<file path="src/rtl/imu_slerp_request_gen.sv">
// Buffers timestamped IMU quaternions and, per target time, issues the bracketing pair
// plus a Q16 fraction. Define IMU_SYNC_DROP_CNT_EN to add the drop_cnt output.
module imu_slerp_request_gen #(
  parameter int DEPTH = 8,
  parameter int TS_W  = 32
) (
  input  logic            clk,
  input  logic            rst_n,
  input  logic            imu_valid,
  output logic            imu_ready,
  input  logic [TS_W-1:0] imu_ts,
  input  logic [127:0]    imu_q,
  input  logic            tgt_valid,
  output logic            tgt_ready,
  input  logic [TS_W-1:0] tgt_ts,
  output logic            req_valid,
  input  logic            req_ready,
  output logic [31:0]     req_t,
  output logic [127:0]    req_q1,
  output logic [127:0]    req_q2,
  output logic            req_stale,
  output logic            err_nonmono
`ifdef IMU_SYNC_DROP_CNT_EN
  ,
  output logic [15:0]     drop_cnt
`endif
);

  // valid/ready: a transfer happens on a rising clk edge where both are high; a producer
  // holding valid keeps its payload stable until that edge.
  localparam int AW = (DEPTH > 1) ? $clog2(DEPTH) : 1;
  localparam int CW = AW + 1;

  typedef enum logic [1:0] {S_IDLE, S_SEARCH, S_DIVIDE, S_OUTPUT} state_t;
  state_t state, state_nx;

  logic [TS_W-1:0] ts_mem [DEPTH];
  logic [127:0]    q_mem  [DEPTH];
  logic [AW-1:0]   head, head_nx1, tail, newest;
  logic [CW-1:0]   count;
  logic [TS_W-1:0] tgt_lat, ts1, ts2, den;
  logic [TS_W:0]   rem, rem_sh;
  logic [14:0]     quo;
  logic [3:0]      bit_cnt;
  logic            q_bit, imu_acc, drop, push, pop, have2, tgt_lt, tgt_ge;

  assign head_nx1  = head + AW'(1);
  assign tail      = head + count[AW-1:0];
  assign newest    = tail - AW'(1);
  assign ts1       = ts_mem[head];
  assign ts2       = ts_mem[head_nx1];
  assign imu_ready = (count != CW'(DEPTH));
  assign imu_acc   = imu_valid && imu_ready;
  assign drop      = imu_acc && (count != '0) && (imu_ts <= ts_mem[newest]);
  assign push      = imu_acc && !drop;
  assign have2     = (count >= CW'(2));
  assign tgt_lt    = (tgt_lat < ts1);
  assign tgt_ge    = (tgt_lat >= ts2);
  // Restoring divider step: remainder stays below den, so the doubled value fits TS_W+1 bits.
  assign rem_sh    = rem << 1;
  assign q_bit     = (rem_sh >= {1'b0, den});

  always_ff @(posedge clk or negedge rst_n) begin
    if (!rst_n) state <= S_IDLE;
    else        state <= state_nx;
  end

  always_comb begin
    state_nx = state;
    case (state)
      S_IDLE:   if (tgt_valid) state_nx = S_SEARCH;
      S_SEARCH: begin
        if (have2) begin
          if (tgt_lt)       state_nx = S_OUTPUT;
          else if (!tgt_ge) state_nx = S_DIVIDE;
        end
      end
      S_DIVIDE: if (bit_cnt == 4'd15) state_nx = S_OUTPUT;
      S_OUTPUT: if (req_ready) state_nx = S_IDLE;
      default:  state_nx = S_IDLE;
    endcase
  end

  always_comb begin
    tgt_ready = 1'b0;
    req_valid = 1'b0;
    pop       = 1'b0;
    case (state)
      S_IDLE:   tgt_ready = 1'b1;
      S_SEARCH: pop = have2 && !tgt_lt && tgt_ge && (count > CW'(2));
      S_OUTPUT: req_valid = 1'b1;
      default:  ;
    endcase
  end

  always_ff @(posedge clk) begin
    if (push) begin
      ts_mem[tail] <= imu_ts;
      q_mem[tail]  <= imu_q;
    end
  end

  always_ff @(posedge clk or negedge rst_n) begin
    if (!rst_n) begin
      head        <= '0;
      count       <= '0;
      err_nonmono <= 1'b0;
    end else begin
      if (pop) head <= head_nx1;
      if (push && !pop)      count <= count + CW'(1);
      else if (pop && !push) count <= count - CW'(1);
      if (drop) err_nonmono <= 1'b1;
    end
  end

  // Request payload is only written in SEARCH/DIVIDE, so it holds steady throughout OUTPUT.
  always_ff @(posedge clk or negedge rst_n) begin
    if (!rst_n) begin
      tgt_lat   <= '0;
      den       <= '0;
      rem       <= '0;
      quo       <= '0;
      bit_cnt   <= '0;
      req_t     <= '0;
      req_q1    <= '0;
      req_q2    <= '0;
      req_stale <= 1'b0;
    end else begin
      case (state)
        S_IDLE: if (tgt_valid) tgt_lat <= tgt_ts;
        S_SEARCH: begin
          if (have2 && tgt_lt) begin
            req_q1    <= q_mem[head];
            req_q2    <= q_mem[head];
            req_t     <= '0;
            req_stale <= 1'b1;
          end else if (have2 && !tgt_ge) begin
            req_q1    <= q_mem[head];
            req_q2    <= q_mem[head_nx1];
            rem       <= {1'b0, tgt_lat - ts1};
            den       <= ts2 - ts1;
            quo       <= '0;
            bit_cnt   <= '0;
            req_stale <= 1'b0;
          end
        end
        S_DIVIDE: begin
          rem     <= q_bit ? (rem_sh - {1'b0, den}) : rem_sh;
          quo     <= {quo[13:0], q_bit};
          bit_cnt <= bit_cnt + 4'd1;
          if (bit_cnt == 4'd15) req_t <= {16'd0, quo, q_bit};
        end
        default: ;
      endcase
    end
  end

`ifdef IMU_SYNC_DROP_CNT_EN
  always_ff @(posedge clk or negedge rst_n) begin
    if (!rst_n)                             drop_cnt <= '0;
    else if (drop && drop_cnt != 16'hFFFF)  drop_cnt <= drop_cnt + 16'd1;
  end
`endif

endmodule

</file>
<file path="config.mk">
export PLATFORM = sky130hd
export DESIGN_NAME = imu_slerp_request_gen
export DESIGN_NICKNAME = d
export VERILOG_FILES = /design/src/rtl/imu_slerp_request_gen.sv
export SDC_FILE = /design/constraint.sdc
export NUM_CORES = 2
export LEC_CHECK = 0
export CORE_UTILIZATION = 48
export DETAILED_ROUTE_END_ITERATION = 10
export DONT_BUFFER_PORTS = 1
export PLACE_DENSITY = 0.6
export SLEW_MARGIN = 10
export SYNTH_ARGS = -nofsm -noshare
export SYNTH_HDL_FRONTEND = slang
export SYNTH_SLANG_ARGS = --single-unit
</file>
<file path="constraint.sdc">
create_clock -name clk -period 25.1 [get_ports clk]
set_input_delay 2.51 -clock clk [delete_from_list [all_inputs] [get_ports clk]]
set_output_delay 2.51 -clock clk [all_outputs]
set_load 0.1 [all_outputs]
</file>
==> qor.txt <==
grt ovf: 0
initial antenna violation count: 3
crit-path leading delay family: buffers and inverters
gpl congestion: 0.875
dpl hpwl: 127 mm
DRC: 0
Setup Skew: 35.4 ps
DR vias/cell: 6.18
Crit Path Max Fanout: 53
Synth Area in Compound Gates: 0.0577
Final Cell Area: 0.0915 sq mm
total global-route track usage: 0.236
clock transition at the registers of the reported paths: 60 ps
Simple-Gate Fraction of Synth Area: 0.0370
Worst-Margin Slew: 1230 ps
Final setup viols: 0
chip width: 419 um
cell count after synthesis: 5101
layout cells sized above 1: 0.289
core area: 0.172 sq mm
# H-tree levels: 4
Syn-to-layout area delta: 9.46%
register area share after synthesis: 0.579
Resize count post-CTS: 0
Area after DPL: 0.0855 sq mm
Pins Over Slew Limit: 0
Slew HR: 0.176
#FFs+latches synth: 1678
post-route ant nets: 0
Starting DRT DRC Count: 3728
CP Cell Sequence: ha_4, inv_1, fa_4, buf_4, buf_4, mux4_2, mux2i_1, ha_1, nand4_1, or2_2, nor4_1, nand3b_1, nand3_1, o21a_1, nor2_4, buf_4, buf_4
Post-Synth XOR/XNOR Area: 0.00954
Post-CTS Setup Bufs: 0
status: finished clean
Hold Path Class: reg2reg
first-pass GRT wire length: 308 mm
Post-Syn Area per Cell: 16.4 sq um
mux cell area share after synthesis: 0.265
Pre-antenna DRT Iters: 5
Critical Path AT: 9390 ps
CTS tree: done
multi-input logic area: 0.0332 sq mm
critical path type: reg2reg
Setup crit start kind: register
Vias: 46219
Post-synth EDFFs: 1280
Final Critical Period: 8950 ps
buffers and inverters on the worst path: 5
yosys warns: 0
WP data required: 25540 ps
number of global-route vias before repair: 48025
largest family of logic cells by synthesized area: multiplexers
Max Freq: 112 MHz
die area: 0.176 sq mm
CTS Root Cell: clkbuf_16
Wirelength per Cell: 27.7 um
Core Util, Final: 0.531
layout net count: 5382
CP peak stage delay: 1050 ps
Fill cells: 13838
Crit-path slowest cell: dfrtp_4
Starting Density: 0.485
crit path capture type: register
Post-CTS Hold Fix Bufs: 0
ys async rst share: 0.237
largest net degree at the start of global routing: 399
post-synth top area share: 0.460
I/O pins: 490
top cells by area, synth: edfxtp_1, mux4_2, dfrtp_1
MaxCap Viol Count: 0
total inserted antenna cells: 0
final WL: 207 mm
Port Buffers: 0
period utilization: 0.356
RSZ-0062 raised after global routing: false
most used cell, CP: buf_4
area leader, netlist: edfxtp_1
final setup TNS: 0 ps
Synth Cell Area: 0.0836 sq mm
Clock Tree Buf Depth: 3
total CTS buffers: 177
Fin. Hold Viols: 0
die height: 419 um
Synth Flop Type: edfxtp_1
Register Area: 0.0484 sq mm
synth unique cells: 86
Post-Synth Adder-Cell Area: 0.0265
clk sinks: 1678
# rows: 152
Skew-Pair Late Insertion Delay: 830 ps
worst register-to-register path, stage by stage, from the launching register on:
cell	delay, ps
dfrtp_4	1050
ha_4	250
inv_1	50
fa_4	750
buf_4	680
buf_4	620
mux4_2	600
mux2i_1	210
ha_1	180
nand4_1	70
or2_2	350
nor4_1	400
nand3b_1	160
nand3_1	180
o21a_1	440
nor2_4	700
buf_4	900
buf_4	940
layout by cell type, fill, tap and decap left out, drive strengths merged, types with 17 or more instances in the layout:
cell and instances:
a21o 83, a21oi 119, a22oi 30, buf 71, clkbuf 250, clkinv 59, dfrtp 398, edfxtp 1280
ha 169, inv 107, mux2 314, mux2i 231, mux4 704, nand2 428, nand2b 19, nand3 29
nand4 30, nor2 77, nor3 17, o21a 21, o21ai 407, xnor2 49, xor2 42
layer usage:
metal  global-route usage  vias up  wire length [um]
met2                0.403     1384            105000
li1                     -    20240                 -
met3               0.0504      302             12700
met5                    0        -                13
met4               0.0776        2              6400
met1                0.298    24291             82900
state kept, by name, summed over array words and instances (netlist names):
register     count
q_mem         1024
ts_mem         256
req_q1         128
req_q2         128
den             32
rem             32
tgt_lat         32
req_t           16
quo             15
bit_cnt          4
count            4
head             3
state            2
err_nonmono      1
req_stale        1
path summary, 6_finish.rpt:
check / from / to / slack (ps) / depth (start not counted)
worst min-delay path: den[11] / den[11] / 480 / 2
min in group asynchronous: rst_n / den[22] / 1400 / 0
worst min register to register: den[11] / den[11] / 480 / 2
worst max register to register: head[0] / q_mem[5][52] / 16150 / 17
max in group asynchronous: rst_n / req_q2[55] / 22710 / 0
worst max-delay path: head[0] / q_mem[5][52] / 16150 / 17
logic make-up after synthesis:
logic type      Yosys count
mux                    1249
other cells               1
buf+inv                 454
fa+ha+maj               174
simple gates            677
compound gates          777
xor+xnor                 91
flops                  1678
cell usage after synthesis (17+ instances only):
| master | count |
|---|---|
| mux2_2 | 196 |
| nand4_1 | 30 |
| inv_1 | 98 |
| nor3_1 | 17 |
| a21o_1 | 83 |
| a21oi_1 | 119 |
| o21ai_2 | 56 |
| nand2b_1 | 19 |
| a22oi_1 | 30 |
| o21ai_1 | 22 |
| xor2_1 | 42 |
| xnor2_1 | 49 |
| mux2_4 | 114 |
| o21a_1 | 21 |
| mux2i_1 | 231 |
| mux4_2 | 704 |
| edfxtp_1 | 1280 |
| buf_1 | 65 |
| ha_1 | 169 |
| o21ai_0 | 329 |
| nand3_1 | 29 |
| nor2_1 | 76 |
| clkbuf_1 | 206 |
| buf_2 | 37 |
| nand2_1 | 387 |
| buf_4 | 18 |
| dfrtp_1 | 398 |
| nand2_2 | 41 |
through the flow:
step,setup slack (ps),hold WS (ps),instances
6_report,16150,482,7474
5_1_grt,15630,511,7474
4_1_cts,16000,486,7474
3_5_place_dp,16010,472,7142
3_3_place_gp,16050,461,7142
2_1_floorplan,2530,449,5116
layout make-up:
| cell class | instances | area share |
|---|---|---|
| flip-flops and latches | 1678 | 0.529 |
| clock inverters | 82 | 0.00960 |
| inverters | 99 | 0.00406 |
| clock buffers | 250 | 0.0554 |
| repair buffers | 71 | 0.00678 |
| well taps | 2310 | 0.0316 |
| multi-input cells | 2984 | 0.363 |
Power is left out: the tool's default activity adds up to more than one toggle a clock period on the data nets, which glitch-free logic cannot reach.
